**src/rtl/microwave_countdown_timer.sv**
```systemverilog
// Microwave countdown timer: counts a BCD mm:ss cook time down once per
// TICKS_PER_SECOND synchronised rising edges of tick_in, with load/start/
// pause/clear control and one-cycle done / load_error pulses.
// Optional door interlock is compiled in with `define DOOR_INTERLOCK_EN.
module microwave_countdown_timer #(
    parameter int unsigned SYNC_STAGES      = 2,
    parameter int unsigned TICKS_PER_SECOND = 1
) (
    input  logic       in_clock,
    input  logic       reset_n,
    input  logic       tick_in,
`ifdef DOOR_INTERLOCK_EN
    input  logic       door_open,
`endif
    input  logic       load,
    input  logic [7:0] load_mm,
    input  logic [7:0] load_ss,
    input  logic       start,
    input  logic       pause,
    input  logic       clear,
    output logic [7:0] mm_bcd,
    output logic [7:0] ss_bcd,
    output logic       running,
    output logic       done,
    output logic       load_error
);

    typedef enum logic [2:0] {
        ST_IDLE,
        ST_LOADED,
        ST_RUNNING,
        ST_PAUSED,
        ST_DONE
    } state_t;

    localparam logic [7:0] PRESC_LAST = 8'(TICKS_PER_SECOND - 1);

    state_t                 state_q, state_d;
    logic [SYNC_STAGES-1:0] tick_sync_q, tick_sync_d;
    logic                   tick_prev_q, tick_prev_d;
    logic [7:0]             presc_q, presc_d;
    logic [15:0]            time_q, time_d;
    logic                   done_q, done_d;
    logic                   load_error_q, load_error_d;

    logic                   tick_rise;
    logic                   in_run;
    logic                   sec_pulse;
    logic                   load_ok;
    logic                   door_hi;
    logic [15:0]            time_dec;

`ifdef DOOR_INTERLOCK_EN
    logic [SYNC_STAGES-1:0] door_sync_q, door_sync_d;

    // Door level synchroniser
    always_ff @(posedge in_clock or negedge reset_n) begin
        if (!reset_n) door_sync_q <= '0;
        else          door_sync_q <= door_sync_d;
    end

    assign door_sync_d = {door_sync_q[SYNC_STAGES-2:0], door_open};
    assign door_hi     = door_sync_q[SYNC_STAGES-1];
`else
    assign door_hi = 1'b0;
`endif

    // One-step BCD decrement of {mm, ss}; saturates at 00:00
    function automatic logic [15:0] bcd_dec(input logic [15:0] t);
        logic [3:0] mt, mo, st, so;
        {mt, mo, st, so} = t;
        if (t != 16'h0000) begin
            if (so != 4'd0) begin
                so = so - 4'd1;
            end else begin
                so = 4'd9;
                if (st != 4'd0) begin
                    st = st - 4'd1;
                end else begin
                    st = 4'd5;
                    if (mo != 4'd0) begin
                        mo = mo - 4'd1;
                    end else begin
                        mo = 4'd9;
                        mt = mt - 4'd1;
                    end
                end
            end
        end
        return {mt, mo, st, so};
    endfunction

    assign tick_sync_d = {tick_sync_q[SYNC_STAGES-2:0], tick_in};
    assign tick_prev_d = tick_sync_q[SYNC_STAGES-1];
    assign tick_rise   = tick_sync_q[SYNC_STAGES-1] & ~tick_prev_q;
    assign in_run      = (state_q == ST_RUNNING);
    assign sec_pulse   = in_run && tick_rise && (presc_q == PRESC_LAST);
    assign time_dec    = bcd_dec(time_q);
    assign load_ok     = (load_mm[7:4] <= 4'd9) && (load_mm[3:0] <= 4'd9) &&
                         (load_ss[7:4] <= 4'd5) && (load_ss[3:0] <= 4'd9);

    // State, time and prescaler registers
    always_ff @(posedge in_clock or negedge reset_n) begin
        if (!reset_n) begin
            state_q      <= ST_IDLE;
            tick_sync_q  <= '0;
            tick_prev_q  <= 1'b0;
            presc_q      <= '0;
            time_q       <= '0;
            done_q       <= 1'b0;
            load_error_q <= 1'b0;
        end else begin
            state_q      <= state_d;
            tick_sync_q  <= tick_sync_d;
            tick_prev_q  <= tick_prev_d;
            presc_q      <= presc_d;
            time_q       <= time_d;
            done_q       <= done_d;
            load_error_q <= load_error_d;
        end
    end

    // Next-state logic; strobe priority clear > load > pause > start, and a
    // strobe that acts in a cycle suppresses that cycle's second tick
    always_comb begin
        state_d      = state_q;
        time_d       = time_q;
        presc_d      = presc_q;
        done_d       = 1'b0;
        load_error_d = 1'b0;

        if (clear) begin
            state_d = ST_IDLE;
            time_d  = '0;
            presc_d = '0;
        end else if (load && !in_run) begin
            if (load_ok) begin
                state_d = ST_LOADED;
                time_d  = {load_mm, load_ss};
                presc_d = '0;
            end else begin
                load_error_d = 1'b1;
            end
        end else if (in_run && (pause || door_hi)) begin
            state_d = ST_PAUSED;
        end else if (start && !door_hi && (time_q != 16'h0000) &&
                     ((state_q == ST_LOADED) || (state_q == ST_PAUSED))) begin
            state_d = ST_RUNNING;
        end else if (in_run && tick_rise) begin
            if (sec_pulse) begin
                presc_d = '0;
                time_d  = time_dec;
                if (time_dec == 16'h0000) begin
                    state_d = ST_DONE;
                    done_d  = 1'b1;
                end
            end else begin
                presc_d = presc_q + 8'd1;
            end
        end
    end

    assign mm_bcd     = time_q[15:8];
    assign ss_bcd     = time_q[7:0];
    assign running    = in_run;
    assign done       = done_q;
    assign load_error = load_error_q;

endmodule

```
**config.mk**
```make
export PLATFORM = sky130hd
export DESIGN_NAME = microwave_countdown_timer
export DESIGN_NICKNAME = d
export VERILOG_FILES = /design/src/rtl/microwave_countdown_timer.sv
export SDC_FILE = /design/constraint.sdc
export NUM_CORES = 1
export LEC_CHECK = 0
export CAP_MARGIN = 10
export CORE_MARGIN = 3
export CORE_UTILIZATION = 45
export DETAILED_ROUTE_END_ITERATION = 8
export PLACE_DENSITY = 0.74
export SYNTH_ARGS = -nofsm -noshare
export SYNTH_HDL_FRONTEND = slang
export SYNTH_SLANG_ARGS = --single-unit
```
**constraint.sdc**
```tcl
create_clock -name in_clock -period 3.9 [get_ports in_clock]
set_clock_uncertainty 0.1 [all_clocks]
set_input_delay 0.585 -clock in_clock [delete_from_list [all_inputs] [get_ports in_clock]]
set_output_delay 0.585 -clock in_clock [all_outputs]
set_load 0.005 [all_outputs]
```
==> summary.txt, run 1 <==
STA
  – Setup violations, final: 0
  – Final hold violation count: 0
  – Final min period: 3.089 ns
  – Slew @ Worst Pin: 0.6008 ns
  – Setup TNS: 0 ns
  – Final slew viol count: 0
  – Worst slew margin relative to its limit: 59.82%
  – RSZ-0062 raised after global routing: false
  – Crit share post-route: 79.20%
  – Peak Freq: 323.8 MHz
  – Tightest hold margin: 0.2568 ns

Die
  – Die area: 5539 um^2
  – IO Count: 42
  – Chip Height: 74.43 um
  – Core area: 4444 um^2
  – Row Count: 24
  – Die width: 74.43 um
  – Initial Utilization: 47.41%

Global routing
  – Initial antenna violation count: 0
  – First-pass GRT wire length: 9528 um
  – Largest net degree at the start of global routing: 33
  – Overall routing resource usage: 22.51%
  – Grt ovf: 0
  – Vias in the first global route: 1981

Worst setup path
  – Worst EP arrival: 3.15 ns
  – Worst Setup Path Type: register to register
  – Crit start category: register
  – Critical Path End Type: register
  – Critical path peak fanout: 7
  – Worst path required time: 3.96 ns

Synth
  – Top cells by count, synth: nand2_1, dfrtp_1, o21ai_0
  – Post-Synth Simple-Gate Area: 29.99%
  – Post-Synth XOR/XNOR Area: 0.4157%
  – Main combinational cell family by area after synthesis: simple AND/OR/NAND/NOR gates
  – Post-synth EDFFs: 0
  – Average cell area after synthesis: 8.199 um^2
  – Compound-Gate Fraction of Synth Area: 22.74%
  – Mux contribution to synthesized area: 1.010%
  – Cell Area, Synth: 2107 um^2
  – Synth top area cells: dfrtp_1, nand2_1, o21ai_0
  – Area leader, netlist: dfrtp_1
  – Adder-Cell Fraction of Synth Area: 3.563%
  – Ys async rst share: 100.0%
  – Cells after Synth: 257
  – Cell with the most instances after synthesis: nand2_1
  – Seq/Total Area, Yosys: 38.00%
  – Top_reg_cell synth: dfrtp_1
  – Synth top area share: 38.00%
  – Synth Net Count: 286
  – Warnings from Yosys: 0
  – Yosys reg bits: 32
  – Synth unique cells: 48

Power
  – Clock Power Share: 30.9%
  – Pwr per Cell Area: 382.8 nW/um^2
  – Power, Total: 0.001024 W
  – Combinational power share: 30.9%
  – Internal power: 0.0006923 W
  – Sw Pwr: 0.0003318 W
  – Leakage: 1.098 nW
  – Switching Fraction: 32.40%
  – Seq pwr share: 38.3%
  – Worst vdd ir: 0.0001904 V

Drt
  – Drt drc: 0
  – Final ANT Viol Nets: 0
  – Vias per cell: 5.932
  – WL final: 5822 um
  – DR pass1 iterations: 4
  – DRT iter0 DRCs: 176
  – WL/cell: 16.54 um
  – Via count: 2088

Final layout
  – # diodes: 0
  – Final Non-Filler Cells: 352
  – Syn-to-layout area delta: 26.96%
  – Final #Nets: 328
  – Share of post-route cells with drive strength above 1: 6.667%
  – Final instance area: 2675 um^2

CTS
  – Root buf cell: clkbuf_8
  – H-tree levels: 2
  – Post CTS Setup Buffer Count: 0
  – CTS Buf Count: 5
  – # hold bufs at CTS: 0
  – Worst skew pair latency: 0.29 ns
  – Max Root-Sink Buffers: 2
  – Clock-pin slew on the worst setup and hold paths: 0.08 ns
  – Sink Count: 32
  – Post-CTS sizing: 0
  – TritonCTS clock tree: yes

Flow run
  – Max Cap Violations: 0

Placed design
  – DP Area: 2567 um^2
  – Dpl hpwl: 4244 um
  – Port Buf Inserts: 41
  – Final RePlAce weighted congestion: 0.8802
  – Placed Instances: 344

Outcome
  – Status: complete, no violations

Hold path
  – HP Class: register to register
[critical path, stage by stage, from the launching register on]
cell and delay [ns]:
dfrtp_1 0.42, inv_1 0.13, ha_1 0.19, or3b_1 0.50, or4_4 0.54, or4_1 0.53
a22oi_1 0.25, or4_4 0.20, o21ai_0 0.09
[power groups by stage]
stage | clock, W | combinational, W | sequential [W]
finish | 0.000316 | 0.000316 | 0.000392
global route | 0.000339 | 0.000351 | 0.000397
CTS | 0.000324 | 0.000316 | 0.000390
detailed placement | 0 | 0.000313 | 0.000396
global placement | 0 | 0.000312 | 0.000396
floorplan | 0 | 0.000200 | 0.000389
[per-layer routing]
| layer | vias to the layer above | routed length [um] | GRT usage, % |
|---|---|---|---|
| li1 | 1017 | - | - |
| met1 | 988 | 2487 | 28.68 |
| met2 | 72 | 2824 | 37.66 |
| met3 | 11 | 404 | 5.135 |
| met4 | 0 | 105 | 7.510 |
| met5 | - | 0 | 0 |
[cell type report]
| class | count | area [um^2] |
|---|---|---|
| fillers | 422 | 1769 |
| multi-input cells | 203 | 1216 |
| flip-flops and latches | 32 | 800.8 |
| repair buffers | 45 | 440.4 |
| clock buffers | 6 | 72.57 |
| well taps | 52 | 65.06 |
| inverters | 12 | 45.04 |
| clock inverters | 2 | 35.03 |
[cells in the final DEF (no fill, tap or decap), types with 4 or more instances in the layout]
| cell type | n |
|---|---|
| nand2_1 | 44 |
| clkdlybuf4s50_1 | 41 |
| dfrtp_1 | 32 |
| o21ai_0 | 25 |
| nor2_1 | 20 |
| a21oi_1 | 19 |
| inv_1 | 12 |
| nand3_1 | 9 |
| a22o_1 | 6 |
| ha_1 | 6 |
| or3_1 | 5 |
| clkbuf_8 | 5 |
| nor3_1 | 4 |
| o41ai_1 | 4 |
| o31ai_1 | 4 |
| buf_4 | 4 |
[path summary, 6_finish.rpt]
path                       slack, ns  cells after the start                startpoint                        to
setup / recovery                0.81                      8     time_q[1]$_DFFE_PN0P_    state_q[2]$_DFFE_PN0P_
hold / removal                  0.26                      0  tick_sync_q[0]$_DFF_PN0_  tick_sync_q[1]$_DFF_PN0_
setup reg to reg                0.81                      8     time_q[1]$_DFFE_PN0P_    state_q[2]$_DFFE_PN0P_
hold reg to reg                 0.26                      0  tick_sync_q[0]$_DFF_PN0_  tick_sync_q[1]$_DFF_PN0_
max in group asynchronous       2.79                      2                   reset_n    state_q[2]$_DFFE_PN0P_
min in group asynchronous       0.59                      2                   reset_n     time_q[3]$_DFFE_PN0P_
[metrics by stage]
step / util (%) / worst slack (ns)
after CTS: 60.19 / 0.8315
after detailed placement: 57.77 / 0.8660
after global placement: 57.77 / 0.8582
final: 60.19 / 0.8112
after floorplan: - / 1.134
after global routing: 60.19 / 0.6732
[cell families after synthesis]
group | Yosys count
XOR/XNOR | 1
AO/OA/AOI/OAI | 76
AND/OR/NAND/NOR | 118
flip-flops | 32
adder cells (fa/ha/maj) | 6
buffers and inverters | 22
multiplexers | 2
[state kept, by name, summed over array words and instances, names as in the netlist]
name         count
load_error       1
time_q          16
done             1
tick_prev_q      1
tick_sync_q      2
presc_q          8
state_q          3
Power figures use the tool's default switching activity.
==> run 2, diff against run 1 <==
Settings changed: PLACE_DENSITY 0.74 to 0.77.
Clock period 3.9 ns to 2.6 ns, I/O delays scaled along.
==> summary.txt, run 2 (synthesized netlist as in run 1, its figures left out) <==
Drt
  – DRT iter0 DRCs: 286 (was 176)
  – Drt drc: 0 (unchanged)
  – DR pass1 iterations: 6 (was 4)
  – WL/cell: 17.46 um (was 16.54 um)
  – Via count: 2402 (was 2088)
  – WL final: 7037 um (was 5822 um)
  – Vias per cell: 5.960 (was 5.932)
  – Final ANT Viol Nets: 0 (unchanged)

Power
  – Worst vdd ir: 0.0002984 V (was 0.0001904 V)
  – Pwr per Cell Area: 559.7 nW/um^2 (was 382.8 nW/um^2)
  – Leakage: 1.369 nW (was 1.098 nW)

Final layout
  – Most flop-heavy register: time_q (unchanged)
  – Final instance area: 3132 um^2 (was 2675 um^2)
  – # diodes: 0 (unchanged)
  – Share of post-route cells with drive strength above 1: 23.65% (was 6.667%)
  – Max reg flops: 16 (unchanged)
  – Commonest non-fill, non-tap cell in the layout: buf_4 (was nand2_1)
  – Most frequent cells in the layout: buf_4, nand2_1, clkdlybuf4s50_1, dfrtp_1, o21ai_0 (was nand2_1, clkdlybuf4s50_1, dfrtp_1, o21ai_0, nor2_1)
  – Top flop regs: time_q (16), presc_q (8), state_q (3) (unchanged)
  – Syn-to-layout area delta: 48.63% (was 26.96%)
  – Final #Nets: 379 (was 328)
  – Finished Core Util: 70.47% (was 60.19%)

Worst setup path
  – CP max-delay cell: or4_4 (unchanged)
  – Worst Setup Path Type: register to register (unchanged)
  – Critical path peak fanout: 4 (was 7)
  – Largest stage delay on the critical path: 0.57 ns (was 0.54 ns)
  – Worst path required time: 2.68 ns (was 3.96 ns)
  – Worst EP arrival: 2.78 ns (was 3.15 ns)
  – CP cell instances: inv_2 > ha_4 > or3b_4 > buf_6 > nor4b_4 > mux2_4 > nand2_2 > or4_4 > a31o_1 (was inv_1 > ha_1 > or3b_1 > or4_4 > or4_1 > a22oi_1 > or4_4 > o21ai_0)
  – Crit path launch: time_q[1]$_DFFE_PN0P_ (unchanged)
  – Reg2reg start: time_q[1]$_DFFE_PN0P_ (unchanged)
  – Critical Path End Type: register (unchanged)
  – Crit start category: register (unchanged)

CTS
  – H-tree levels: 2 (unchanged)
  – Root buf cell: clkbuf_8 (unchanged)
  – Clock-pin slew on the worst setup and hold paths: 0.07 ns (was 0.08 ns)
  – CTS Buf Count: 5 (unchanged)
  – Sink Count: 32 (unchanged)
  – TritonCTS clock tree: yes (unchanged)
  – Worst skew pair latency: 0.29 ns (about the same)
  – # hold bufs at CTS: 0 (unchanged)
  – Max Root-Sink Buffers: 2 (unchanged)

STA
  – RSZ-0062 raised after global routing: true (was false)
  – Final slew viol count: 0 (unchanged)
  – Final hold violation count: 0 (unchanged)
  – Setup violations, final: 2 (was 0)
  – Slew @ Worst Pin: 0.6046 ns (was 0.6008 ns)
  – Crit share post-route: 103.7% (was 79.20%)
  – Worst Setup Slack, final: -0.09559 ns (was 0.8112 ns)
  – Peak Freq: 371.0 MHz (was 323.8 MHz)
  – Final min period: 2.696 ns (was 3.089 ns)
  – Worst slew margin relative to its limit: 59.61% (was 59.82%)

Placed design
  – DP Area: 2904 um^2 (was 2567 um^2)
  – Dpl hpwl: 5124 um (was 4244 um)
  – Final RePlAce weighted congestion: 0.9121 (was 0.8802)
  – Port Buf Inserts: 41 (unchanged)

Global routing
  – Overall routing resource usage: 26.49% (was 22.51%)
  – Vias in the first global route: 2353 (was 1981)
  – Largest net degree at the start of global routing: 33 (unchanged)
  – Initial antenna violation count: 0 (unchanged)
  – Grt ovf: 0 (unchanged)
  – First-pass GRT wire length: 11140 um (was 9528 um)

Outcome
  – Failing checks: setup timing
  – Status: complete, but fails checks (was complete, no violations)

Hold path
  – Worst Hold Launch: tick_sync_q[1]$_DFF_PN0_ (was tick_sync_q[0]$_DFF_PN0_)
  – HP Class: register to register (unchanged)

Die
  – Initial Utilization: 47.41% (unchanged)
  – Chip Height: 74.43 um (unchanged)
  – IO Count: 42 (unchanged)
  – Core area: 4444 um^2 (unchanged)
  – Die width: 74.43 um (unchanged)
  – Die area: 5539 um^2 (unchanged)
  – Row Count: 24 (unchanged)

Flow run
  – Max Cap Violations: 0 (unchanged)
==> run 2: changes by cell type in the layout (fill, tap and decap cells not counted), moves of 2 or more <==
| cell | previous run | this run |
|---|---|---|
| inv_1 | 12 | 10 |
| inv_2 | 0 | 2 |
| ha_1 | 6 | 4 |
| buf_4 | 4 | 54 |
| ha_4 | 0 | 2 |
==> run 2: power by group <==
| group | total, W | internal (W) | switching (W) |
|---|---|---|---|
| sequential | 0.000554 | 0.000531 | 0.0000231 |
| clock | 0.000472 | 0.000284 | 0.000188 |
| combinational | 0.000726 | 0.000368 | 0.000358 |
| total | 0.00175 | 0.00118 | 0.000569 |
==> run 2: layer usage <==
metal	GRT usage [%]	vias up	routed length [um]
li1	-	1125	-
met1	33.84	1136	2839
met2	42.54	115	3422
met3	4.865	26	495
met4	14.03	0	279
met5	0	-	0
==> run 2: timing repair <==
action,in CTS,in global routing
buffers inserted,5,2
cloned,0,0
endpoints found under the setup margin,4,3
gates resized for setup,10,3
pin swaps,11,6
==> run 2: worst max-delay path: cells and delay by family (launching register included) <==
family                     cells  cell delay [ns]
and+or+nand+nor                4             1.32
AOI/OAI and AO/OA              1             0.19
DFF                            1             0.40
buffers and inverters          2             0.23
muxes                          1             0.21
adders and majority gates      1             0.14
==> run 2: cell type report <==
cell class              count  area, um^2
repair buffers             96       827.0
fillers                   374        1313
flip-flops and latches     32       802.0
clock buffers               6       72.57
multi-input cells         203        1285
inverters                  12       45.04
clock inverters             2       35.03
well taps                  52       65.06
==> run 2: through the flow <==
step                std cells  setup TNS, ns  total power (W)  hold slack, ns  setup slack [ns]
floorplan                 257        -0.3079        0.0008874       -0.005591           -0.1379
global placement          388        -0.2917         0.001178          0.2481           -0.1283
detailed placement        388        -0.5721         0.001192          0.2567           -0.2112
CTS                       401       -0.05040         0.001732          0.2757          -0.05040
global route              403        -0.3688         0.001845          0.2854           -0.1583
finish                    403        -0.1544         0.001753          0.2741          -0.09559
==> run 2: worst paths after layout <==
| kind | to | slack, ns | cells past startpoint |
|---|---|---|---|
| hold reg to reg | tick_prev_q$_DFF_PN0_ | 0.27 | 0 |
| min in group asynchronous | time_q[15]$_DFFE_PN0P_ | 0.40 | 2 |
| hold / removal | tick_prev_q$_DFF_PN0_ | 0.27 | 0 |
| setup / recovery | state_q[1]$_DFFE_PN0P_ | -0.1 | 9 |
| max in group asynchronous | time_q[5]$_DFFE_PN0P_ | 1.67 | 2 |
| setup reg to reg | state_q[1]$_DFFE_PN0P_ | -0.1 | 9 |
